### src/rtl/bch_t1_stream_dec_if.sv
// Packet stream bundle for the t=1 BCH decoder: codeword beats in, corrected beats and status out.
// The slave modport is the decoder's view; master is the upstream source plus downstream sink.
interface bch_t1_stream_dec_if #(
   parameter int unsigned DATA_W = 5
) ();
   logic              load;
   logic              ready;
   logic              sop_in;
   logic              eop_in;
   logic [DATA_W-1:0] data_in;
   logic              valid_out;
   logic              sink_ready;
   logic              sop_out;
   logic              eop_out;
   logic [DATA_W-1:0] data_out;
   logic [1:0]        number_errors;

   modport master (
      output load, sop_in, eop_in, data_in, sink_ready,
      input  ready, valid_out, sop_out, eop_out, data_out, number_errors
   );

   modport slave (
      input  load, sop_in, eop_in, data_in, sink_ready,
      output ready, valid_out, sop_out, eop_out, data_out, number_errors
   );
endinterface

### src/rtl/bch_t1_stream_dec.sv
// Streaming single-error-correcting binary BCH decoder: on-the-fly syndrome, serial
// Chien-style locator search, buffered and back-pressurable corrected output.
module bch_t1_stream_dec #(
   parameter int unsigned M         = 4,
   parameter int unsigned N         = 15,
   parameter int unsigned DATA_W    = 5,
   parameter logic [M:0]  PRIM_POLY = 5'b10011
) (
   input logic                i_clk,
   input logic                i_rst_n,
   bch_t1_stream_dec_if.slave io_strm
);

   localparam int unsigned B     = N / DATA_W;
   localparam int unsigned CNT_W = $clog2(B + 1);
   localparam int unsigned POS_W = (N > 1) ? $clog2(N) : 1;

   localparam logic [CNT_W-1:0] LAST_BEAT = CNT_W'(B - 1);
   localparam logic [POS_W-1:0] LAST_POS  = POS_W'(N - 1);

   localparam logic [1:0] IDLE    = 2'd0;
   localparam logic [1:0] RECEIVE = 2'd1;
   localparam logic [1:0] SEARCH  = 2'd2;
   localparam logic [1:0] OUTPUT  = 2'd3;

   localparam logic [1:0] NE_CLEAN  = 2'd0;
   localparam logic [1:0] NE_ONE    = 2'd1;
   localparam logic [1:0] NE_UNCORR = 2'd2;
   localparam logic [1:0] NE_FRAME  = 2'd3;

   function automatic logic [M-1:0] f_mul_alpha(input logic [M-1:0] s);
      return {s[M-2:0], 1'b0} ^ (s[M-1] ? PRIM_POLY[M-1:0] : '0);
   endfunction

   // Horner step per bit, MSB of the beat first.
   function automatic logic [M-1:0] f_syn_beat(input logic [M-1:0] s, input logic [DATA_W-1:0] d);
      logic [M-1:0] v;
      v = s;
      for (int k = DATA_W - 1; k >= 0; k--) begin
         v = f_mul_alpha(v) ^ M'(d[k]);
      end
      return v;
   endfunction

   logic [1:0]        r_state;
   logic              r_ready;
   logic [M-1:0]      r_syn;
   logic [N-1:0]      r_buf;
   logic [CNT_W-1:0]  r_bcnt;
   logic [CNT_W-1:0]  r_nbeats;
   logic [1:0]        r_status;
   logic [M-1:0]      r_loc;
   logic [POS_W-1:0]  r_pos;
   logic [CNT_W-1:0]  r_ocnt;
   logic              r_valid;
   logic              r_sop;
   logic              r_eop;
   logic [DATA_W-1:0] r_dout;
   logic [1:0]        r_nerr;

   logic [1:0]        w_state_d;
   logic              w_take;
   logic [CNT_W-1:0]  w_b;
   logic [M-1:0]      w_syn_new;
   logic              w_last;
   logic              w_close;
   logic              w_frame;
   logic              w_hit;
   logic              w_exhaust;
   logic              w_out_adv;
   logic              w_out_more;
   logic [POS_W-1:0]  w_wbase;
   logic [POS_W-1:0]  w_rbase;

   always_comb begin
      // ready is only high in IDLE/RECEIVE; IDLE ignores beats lacking sop_in.
      w_take     = io_strm.load && r_ready && (io_strm.sop_in || r_state == RECEIVE);
      w_b        = io_strm.sop_in ? '0 : r_bcnt;
      w_syn_new  = f_syn_beat(io_strm.sop_in ? '0 : r_syn, io_strm.data_in);
      w_last     = (w_b == LAST_BEAT);
      w_close    = w_take && (w_last || io_strm.eop_in);
      w_frame    = !(w_last && io_strm.eop_in);
      w_hit      = (r_state == SEARCH) && (r_loc == r_syn);
      w_exhaust  = (r_state == SEARCH) && (r_pos == LAST_POS);
      w_out_adv  = (r_state == OUTPUT) && (!r_valid || io_strm.sink_ready);
      w_out_more = (r_ocnt < r_nbeats);
      w_wbase    = POS_W'((B - 1 - 32'(w_b)) * DATA_W);
      w_rbase    = POS_W'((B - 1 - 32'(r_ocnt)) * DATA_W);
   end

   always_comb begin
      w_state_d = r_state;
      case (r_state)
         IDLE, RECEIVE: begin
            if (w_close) begin
               w_state_d = (w_frame || (w_syn_new == '0)) ? OUTPUT : SEARCH;
            end else if (w_take) begin
               w_state_d = RECEIVE;
            end
         end
         SEARCH: begin
            if (w_hit || w_exhaust) begin
               w_state_d = OUTPUT;
            end
         end
         OUTPUT: begin
            if (w_out_adv && !w_out_more) begin
               w_state_d = IDLE;
            end
         end
         default: w_state_d = IDLE;
      endcase
   end

   always_ff @(posedge i_clk or negedge i_rst_n) begin
      if (!i_rst_n) begin
         r_state  <= IDLE;
         r_ready  <= 1'b0;
         r_syn    <= '0;
         r_buf    <= '0;
         r_bcnt   <= '0;
         r_nbeats <= '0;
         r_status <= NE_CLEAN;
         r_loc    <= '0;
         r_pos    <= '0;
         r_ocnt   <= '0;
         r_valid  <= 1'b0;
         r_sop    <= 1'b0;
         r_eop    <= 1'b0;
         r_dout   <= '0;
         r_nerr   <= NE_CLEAN;
      end else begin
         r_state <= w_state_d;
         r_ready <= (w_state_d == IDLE) || (w_state_d == RECEIVE);

         if (w_take) begin
            r_syn                       <= w_syn_new;
            r_buf[w_wbase +: DATA_W]    <= io_strm.data_in;
            r_bcnt                      <= w_b + 1'b1;
         end

         // UNCORR is provisional; a locator hit overrides it with ONE.
         if (w_close) begin
            r_nbeats <= w_b + 1'b1;
            r_ocnt   <= '0;
            r_loc    <= M'(1);
            r_pos    <= '0;
            if (w_frame) begin
               r_status <= NE_FRAME;
            end else if (w_syn_new == '0) begin
               r_status <= NE_CLEAN;
            end else begin
               r_status <= NE_UNCORR;
            end
         end

         if (r_state == SEARCH) begin
            if (w_hit) begin
               r_status     <= NE_ONE;
               r_buf[r_pos] <= ~r_buf[r_pos];
            end else begin
               r_loc <= f_mul_alpha(r_loc);
               r_pos <= r_pos + 1'b1;
            end
         end

         if (w_out_adv) begin
            if (w_out_more) begin
               r_valid <= 1'b1;
               r_dout  <= r_buf[w_rbase +: DATA_W];
               r_sop   <= (r_ocnt == '0);
               r_eop   <= (r_ocnt == r_nbeats - 1'b1);
               r_nerr  <= r_status;
               r_ocnt  <= r_ocnt + 1'b1;
            end else begin
               r_valid <= 1'b0;
               r_sop   <= 1'b0;
               r_eop   <= 1'b0;
            end
         end
      end
   end

   assign io_strm.ready         = r_ready;
   assign io_strm.valid_out     = r_valid;
   assign io_strm.sop_out       = r_sop;
   assign io_strm.eop_out       = r_eop;
   assign io_strm.data_out      = r_dout;
   assign io_strm.number_errors = r_nerr;

endmodule

### src/flat_wrapper.sv
// flat-port wrapper written by rule: the top's interface ports become plain ports
module bch_t1_stream_dec_flat 
#(
   parameter int unsigned M         = 4,
   parameter int unsigned N         = 15,
   parameter int unsigned DATA_W    = 5,
   parameter logic [M:0]  PRIM_POLY = 5'b10011
)
  (i_clk, i_rst_n, io_strm_load, io_strm_sop_in, io_strm_eop_in, io_strm_data_in, io_strm_sink_ready, io_strm_ready, io_strm_valid_out, io_strm_sop_out, io_strm_eop_out, io_strm_data_out, io_strm_number_errors);
  bch_t1_stream_dec_if #(.DATA_W(DATA_W)) io_strm_i ();
  input logic i_clk;
  input logic i_rst_n;
  input wire logic [$bits(io_strm_i.load)-1:0] io_strm_load;
  input wire logic [$bits(io_strm_i.sop_in)-1:0] io_strm_sop_in;
  input wire logic [$bits(io_strm_i.eop_in)-1:0] io_strm_eop_in;
  input wire logic [$bits(io_strm_i.data_in)-1:0] io_strm_data_in;
  input wire logic [$bits(io_strm_i.sink_ready)-1:0] io_strm_sink_ready;
  output wire logic [$bits(io_strm_i.ready)-1:0] io_strm_ready;
  output wire logic [$bits(io_strm_i.valid_out)-1:0] io_strm_valid_out;
  output wire logic [$bits(io_strm_i.sop_out)-1:0] io_strm_sop_out;
  output wire logic [$bits(io_strm_i.eop_out)-1:0] io_strm_eop_out;
  output wire logic [$bits(io_strm_i.data_out)-1:0] io_strm_data_out;
  output wire logic [$bits(io_strm_i.number_errors)-1:0] io_strm_number_errors;
  assign io_strm_i.load = io_strm_load;
  assign io_strm_i.sop_in = io_strm_sop_in;
  assign io_strm_i.eop_in = io_strm_eop_in;
  assign io_strm_i.data_in = io_strm_data_in;
  assign io_strm_i.sink_ready = io_strm_sink_ready;
  assign io_strm_ready = io_strm_i.ready;
  assign io_strm_valid_out = io_strm_i.valid_out;
  assign io_strm_sop_out = io_strm_i.sop_out;
  assign io_strm_eop_out = io_strm_i.eop_out;
  assign io_strm_data_out = io_strm_i.data_out;
  assign io_strm_number_errors = io_strm_i.number_errors;
  bch_t1_stream_dec #(.M(M), .N(N), .DATA_W(DATA_W), .PRIM_POLY(PRIM_POLY)) u_core (.i_clk(i_clk), .i_rst_n(i_rst_n), .io_strm(io_strm_i));
endmodule
### config.mk
export PLATFORM = sky130hd
export DESIGN_NAME = bch_t1_stream_dec_flat
export DESIGN_NICKNAME = d
export VERILOG_FILES = /design/src/rtl/bch_t1_stream_dec_if.sv /design/src/rtl/bch_t1_stream_dec.sv /design/src/flat_wrapper.sv
export SDC_FILE = /design/constraint.sdc
export NUM_CORES = 1
export LEC_CHECK = 0
export ABC_AREA = 0
export CORE_AREA = 2 2 85 107
export CTS_CLUSTER_SIZE = 12
export DETAILED_ROUTE_END_ITERATION = 10
export DIE_AREA = 0 0 87 109
export HOLD_SLACK_MARGIN = 0.1
export SLEW_MARGIN = 0
export SYNTH_ARGS = -nofsm -noshare
export SYNTH_HDL_FRONTEND = slang
export SYNTH_SLANG_ARGS = --single-unit
### constraint.sdc
create_clock -name i_clk -period 2.5 [get_ports i_clk]
set_clock_uncertainty 0.2 [all_clocks]
set_input_delay 0.5 -clock i_clk [delete_from_list [all_inputs] [get_ports i_clk]]
set_output_delay 0.5 -clock i_clk [all_outputs]
set_load 0.02 [all_outputs]
==> flow_summary_export.csv, run 1 <==
group,metric,value,unit
timing,relSlewSlack,61.2,%
yosys,seq_area_frac_synth,35.5,%
global_routing,antenna_found_initial,0,
clocking,cts_buffers,5,
setup_path,end_kind,"flop",
setup_path,critPathKind,"in -> reg",
floorplanning,die_w,87,um
clocking,insertion_delay,0.31,ns
power_and_ir_drop,powerDensity,1240,nW/um^2
timing,finalSetupViolCount,0,
yosys,synth_edf_count,0,
timing,rsz0062_at_grt,"false",
yosys,synth_ff_type,"dfrtp_1",
drt,first_pass_iters,4,
floorplanning,core,8510,um^2
global_routing,grt_max_degree,30,
placement,hpwlAfterDp,6970,um
drt,wirelength,8820,um
yosys,syn_area,3390,um^2
power_and_ir_drop,p_int,2860,uW
clocking,cts_buffer_depth,2,
clocking,h-tree-depth,2,
drt,ant_nets,0,
drt,drt_iter0_drc,191,
timing,tightest_slew,0.576,ns
placement,port_buffers,21,
setup_path,crit_chain,"clkdlybuf4s50_1, nand2b_2, inv_2, ha_2, o211ai_1, and2_1, a311oi_1, mux2i_1",
setup_path,reg2reg_slack,0.17,ns
clocking,clkSinkCount,48,
power_and_ir_drop,pwr-share-seq,30.1,%
drt,wire_per_inst,17.0,um
timing,setup-tns-final,0,ns
placement,dp_slack,-0.302,ns
finish,fillers,808,
floorplanning,dieHeight,109,um
finish,drive_above_1_share,23.9,%
yosys,synth-warning-count,0,
yosys,synth_cell_types,63,
power_and_ir_drop,total_power,5110,uW
timing,fin_crit,2.34,ns
clocking,cts_tree,"built",
clocking,clk_pin_slew,0.10,ns
setup_path,cp-start-kind,"primary input",
floorplanning,dieArea,9480,um^2
placement,placed_area,3990,um^2
run,maxCapViolCount,0,
setup_path,cp.required,2.48,ns
setup_path,r2r_cells,5,
setup_path,path_max_fanout,6,
power_and_ir_drop,peakVddDrop,0.426,mV
min_path,holdPathStages,2,
global_routing,overflow,0,
yosys,synthCells,358,
finish,final_common_cell,"buf_4",
finish,antenna_cells,0,
setup_path,crit_family,"buffers and inverters",
setup_path,max_stage_delay,0.45,ns
power_and_ir_drop,combPwrFrac,58.5,%
drt,drc,0,
yosys,synth-seq-cells,48,
global_routing,grt_pass1_wl,15000,um
finish,syn_to_final_growth,22.1,%
setup_path,worstSetupPathDepth,8,
power_and_ir_drop,pwr-share-clk,11.4,%
clocking,clockRootBuffer,"clkbuf_8",
timing,final.period_utilization,93.5,%
setup_path,critPathBufInv,2,
clocking,cts_setup_buffers,0,
finish,final_area,4140,um^2
power_and_ir_drop,p_switching,2250,uW
drt,num_vias,2953,
yosys,synth_fp_nets,381,
drt,via_per_inst,5.70,
yosys,synth-async-reset-ratio,100,%
min_path,hp-class,"reg -> reg",
run_status,status,"finished, final reports clean",
timing,postLayoutSetupSlackWorst,0.163,ns
floorplanning,rows,38,
global_routing,first_global_vias,3032,
global_routing,grt_usage,20.3,%
timing,fmaxAchievable,428,MHz
timing,finalHoldViolCount,0,
power_and_ir_drop,p_leak,0.00173,uW
setup_path,arrival,2.32,ns
finish,nNetsFinal,440,
yosys,synth.avg_cell_area,9.46,um^2
timing,drv_slew,0,
setup_path,slowest_stage,"clkdlybuf4s50_1",
floorplanning,pin_count,22,
floorplanning,initial_utilization,39.8,%
power_and_ir_drop,netSwitchingFraction,44.0,%
finish,final_cell_mix,"buf_4, dfrtp_1, nand2_1",
placement,gp_congestion,0.890,
==> timing repair <==
action                                 4_1_cts  5_1_grt
hold buffers                                 1        0
gates resized for setup                      0        8
endpoints found under the hold margin       19        0
setup endpoints to repair                    0       15
==> power groups by stage <==
stage	clock, uW	sequential (uW)	combinational, uW
2_1_floorplan	0	1460	2070
3_3_place_gp	0	1540	2920
3_5_place_dp	0	1550	2970
4_1_cts	602	1530	2980
5_1_grt	633	1590	3310
6_report	584	1540	2990
==> cell families (layout without fill, tap and decap cells) <==
kind of cell | after synthesis | after routing | synth area share [%]
AOI/OAI and AO/OA | 84 | 84 | 17.2
xor gates and xnor gates | 17 | 17 | 5.02
adders and majority gates | 12 | 12 | 4.43
buffers and inverters | 32 | 92 | 4.91
DFF | 48 | 48 | 35.5
muxes | 32 | 32 | 12.3
and+or+nand+nor | 133 | 133 | 20.6
==> registers in the layout, summed over array words and instances (netlist names), 2 cells and up <==
register / cells
u_core.r_loc: 4
u_core.io_strm.data_out: 5
u_core.r_nbeats: 2
u_core.io_strm.number_errors: 2
u_core.r_state: 2
u_core.r_pos: 4
u_core.r_syn: 4
u_core.r_status: 2
u_core.r_buf: 15
u_core.r_ocnt: 2
u_core.r_bcnt: 2
==> Yosys cell counts, drive strengths merged (6+ instances only) <==
cell type  instances  area share [%]
mux2               8             2.7
nand2b             8             1.7
inv               11             1.2
o22ai              7             1.3
xnor2             10             2.6
nor2              27             3.6
xor2               6             1.8
nor3               9             1.9
a21oi              8             1.2
clkbuf            12             1.9
buf                9             1.8
ha                12             4.4
nand2             44             4.9
o21ai             23             3.5
mux2i             17             5.0
a221oi            10             2.6
dfrtp             48              35
mux4               7             4.7
nand3             15             2.2
==> final timing paths <==
kind / startpoint / end
max: io_strm_sop_in / u_core.r_buf[7]$_DFF_PN0_
min: u_core.io_strm.number_errors[1]$_DFFE_PN0P_ / u_core.io_strm.number_errors[1]$_DFFE_PN0P_
max reg2reg: u_core.r_syn[2]$_DFFE_PN0P_ / u_core.r_buf[1]$_DFF_PN0_
min reg2reg: u_core.io_strm.number_errors[1]$_DFFE_PN0P_ / u_core.io_strm.number_errors[1]$_DFFE_PN0P_
max in group asynchronous: i_rst_n / u_core.r_buf[13]$_DFF_PN0_
min in group asynchronous: i_rst_n / u_core.io_strm.ready$_DFF_PN0_
==> worst reg2reg max path: cells and delay by family, from the launching register on <==
family / cells / cell delay [ns]
AO/OA/AOI/OAI: 2 / 0.25
XOR/XNOR: 1 / 0.20
flip-flops: 1 / 0.49
AND/OR/NAND/NOR: 2 / 1.07
==> layout make-up <==
| cell class | instances | area, um^2 | area share (%) |
|---|---|---|---|
| clock buffer | 5 | 68.8 | 1.66 |
| tap | 100 | 125 | 3.03 |
| inverter | 11 | 41.3 | 0.998 |
| timing repair buffer | 73 | 611 | 14.8 |
| clock inverter | 3 | 46.3 | 1.12 |
| multi-input combinational | 278 | 2040 | 49.4 |
| sequential | 48 | 1200 | 29.0 |
==> per-layer routing <==
metal | part of all wire, % | global-route usage, % | wire length, um | vias to the layer above
met3 | 2.7 | 2.42 | 235 | 14
li1 | - | - | - | 1436
met2 | 50 | 35.6 | 4450 | 63
met4 | 2.0 | 8.48 | 177 | 0
met5 | 0 | 0 | 0 | -
met1 | 45 | 24.9 | 3960 | 1440
==> metrics by stage <==
stage	hold slack (ns)	instances	utilization, %
6_report	0.281	518	48.6
5_1_grt	0.319	518	48.6
4_1_cts	0.288	518	48.4
3_5_place_dp	0.262	509	46.9
3_3_place_gp	0.258	509	46.9
2_1_floorplan	0.00441	358	-
Power figures use the tool's default switching activity.
==> run 2, diff against run 1 <==
--- a/config.mk
+++ b/config.mk
@@ -10,6 +10,7 @@
 export CTS_CLUSTER_SIZE = 12
 export DETAILED_ROUTE_END_ITERATION = 10
 export DIE_AREA = 0 0 87 109
+export GPL_TIMING_DRIVEN = 0
 export HOLD_SLACK_MARGIN = 0.1
 export SLEW_MARGIN = 0
 export SYNTH_ARGS = -nofsm -noshare
==> run 2 against run 1 <==
- critical path depth fell by 1
- critical endpoint is now u_core.r_status[1]$_DFF_PN0_
- largest cell class unchanged
- utilization fell by 2.1 points
- count of clock-buffer cells in the layout did not move
- first-iteration DRC count shrank 29%
- hold slack lost 0.0036 ns
- setup slack got worse by 0.048 ns
- sequential power down 3%
- highest routed layer unchanged
- total power increased by 0.71%
- final cell count is 5.4% lower
- die area stayed put
- maximum frequency down 2.0%
- non-clock buffer count shrank 28
==> flow_summary_export.csv, run 2 (synthesis results as in run 1) <==
group,metric,value,unit
run_status,status,"finished, final reports clean",
min_path,hp-class,"reg -> reg",
drt,top_layer_used,"met4",
floorplanning,dieHeight,109,um
setup_path,cp.required,2.54,ns
power_and_ir_drop,pwr-share-seq,28.9,%
drt,dr_wl_met2,4430,um
finish,final_common_cell,"dfrtp_1",
global_routing,antenna_found_initial,0,
setup_path,worstSetupStartpoint,"io_strm_load",
setup_path,slowest_stage,"nor2_1",
setup_path,crit_chain,"clkdlybuf4s50_1, and2_0, clkbuf_1, o21ai_2, nor2_1, o21ai_0, a31oi_1",
power_and_ir_drop,p_leak,0.00160,uW
timing,setup-tns-final,0,ns
drt,route.layer.met1.wl,4000,um
setup_path,path_max_fanout,10,
power_and_ir_drop,pwr-share-clk,15.4,%
placement,dpl.cell_count,479,
finish,syn_to_final_growth,16.8,%
placement,gp_congestion,0.899,
floorplanning,initial_utilization,39.8,%
timing,final.period_utilization,95.4,%
finish,final_core_util,46.5,%
finish,top_register,"u_core.r_buf",
floorplanning,pin_count,22,
floorplanning,die_w,87,um
timing,fmaxAchievable,419,MHz
drt,via_per_inst,5.76,
placement,port_buffers,20,
floorplanning,core,8510,um^2
setup_path,critPathKind,"in -> reg",
setup_path,arrival,2.43,ns
min_path,hp-start,"u_core.r_status[0]$_DFF_PN0_",
finish,drive_above_1_share,17.2,%
timing,fin_crit,2.38,ns
power_and_ir_drop,p_int,2920,uW
clocking,clockRootBuffer,"clkbuf_8",
finish,largest_register_ffs,15,
timing,finalSetupViolCount,0,
drt,wire_per_inst,17.9,um
global_routing,overflow,0,
setup_path,cp-start-kind,"primary input",
global_routing,grt_max_degree,27,
timing,drv_slew,0,
timing,relSlewSlack,43.0,%
power_and_ir_drop,powerDensity,1300,nW/um^2
setup_path,end_kind,"flop",
power_and_ir_drop,combPwrFrac,55.7,%
clocking,clk_pin_slew,0.10,ns
drt,num_vias,2823,
drt,drt_iter0_drc,135,
power_and_ir_drop,peakVddDrop,0.434,mV
global_routing,grt_pass1_wl,14600,um
clocking,cts_buffer_depth,2,
finish,antenna_cells,0,
clocking,clkSinkCount,48,
drt,drc,0,
finish,stdcell_count,490,
min_path,holdPathStages,2,
finish,nNetsFinal,412,
drt,ant_nets,0,
setup_path,r2r-start,"u_core.r_bcnt[1]$_DFFE_PN0P_",
global_routing,grt_usage,19.9,%
setup_path,r2r_cells,6,
setup_path,max_stage_delay,0.49,ns
clocking,cts_buffers,5,
timing,finalHoldViolCount,0,
floorplanning,dieArea,9480,um^2
drt,wirelength,8790,um
power_and_ir_drop,p_switching,2230,uW
power_and_ir_drop,total_power,5140,uW
global_routing,first_global_vias,2723,
clocking,h-tree-depth,2,
finish,final_cell_mix,"dfrtp_1, nand2_1, nor2_1",
power_and_ir_drop,netSwitchingFraction,43.3,%
run,maxCapViolCount,0,
timing,rsz0062_at_grt,"false",
floorplanning,rows,38,
clocking,cts_tree,"built",
timing,tightest_slew,0.846,ns
drt,wl_met3,255,um
drt,first_pass_iters,4,
clocking,insertion_delay,0.32,ns
placement,hpwlAfterDp,6720,um
finish,fillers,803,
## run 2: timing repair
item | CTS | global route
gates resized for setup | 2 | 10
endpoints found under the setup margin | 30 | 20
hold buffers | 1 | 0
pin swaps | 1 | 0
buffers inserted | 2 | 3
hold endpoints to repair | 22 | 0
## run 2: path summary, 6_finish.rpt
path | to | slack, ns
worst min-delay path | u_core.io_strm.number_errors[0]$_DFFE_PN0P_ | 0.28
worst max-delay path | u_core.r_status[1]$_DFF_PN0_ | 0.12
max in group asynchronous | u_core.r_ocnt[0]$_DFF_PN0_ | 1.04
min in group asynchronous | u_core.r_state[1]$_DFF_PN0_ | 0.50
worst max register to register | u_core.r_buf[13]$_DFF_PN0_ | 0.18
worst min register to register | u_core.io_strm.number_errors[0]$_DFFE_PN0P_ | 0.28
## run 2: power by group through the flow
stage          sequential, uW  combinational (uW)  clock [uW]
2_1_floorplan            1460                2070           0
6_report                 1490                2870         790
4_1_cts                  1490                2830         798
3_5_place_dp             1480                2830           0
5_1_grt                  1540                3170         833
3_3_place_gp             1470                2790           0
## run 2: worst max-delay path, delay by kind of cell
kind	cells	cell delay [ns]
buffers and inverters	2	0.70
AND/OR/NAND/NOR	2	0.68
AO/OA/AOI/OAI	3	0.53
## run 2: cell type report
| cell class | count | area, um^2 | share of cell area (%) |
|---|---|---|---|
| multi-input combinational | 278 | 2040 | 51.7 |
| sequential | 48 | 1200 | 30.4 |
| timing repair buffer | 27 | 263 | 6.64 |
| tap | 100 | 125 | 3.16 |
| buffer | 18 | 119 | 3.01 |
| clock inverter | 3 | 90.1 | 2.28 |
| clock buffer | 5 | 68.8 | 1.74 |
| inverter | 11 | 41.3 | 1.04 |
## run 2: stage by stage
stage / instance area (um^2) / hold WS (ns) / worst slack (ns)
final: 3960 / 0.277 / 0.116
after global routing: 3960 / 0.303 / 0.00222
after CTS: 3910 / 0.278 / 0.00634
after detailed placement: 3730 / 0.254 / -0.423
after global placement: 3720 / 0.256 / -0.767
after floorplan: 3390 / 0.00441 / 0.0312
## run 2: routing by layer
layer,vias to the layer above,global-route usage [%]
li1,1379,-
met1,1386,26.9
met2,52,33.8
met3,6,2.42
met4,0,5.13
met5,-,0
==> run 3, diff against run 2 <==
--- a/config.mk
+++ b/config.mk
@@ -5,8 +5,8 @@
 export SDC_FILE = /design/constraint.sdc
 export NUM_CORES = 1
 export LEC_CHECK = 0
-export ABC_AREA = 0
 export CORE_AREA = 2 2 85 107
+export CTS_CLUSTER_DIAMETER = 100
 export CTS_CLUSTER_SIZE = 12
 export DETAILED_ROUTE_END_ITERATION = 10
 export DIE_AREA = 0 0 87 109
==> results of run 3 <==
The final DEF is identical to that of run 2; final timing and power are the same.
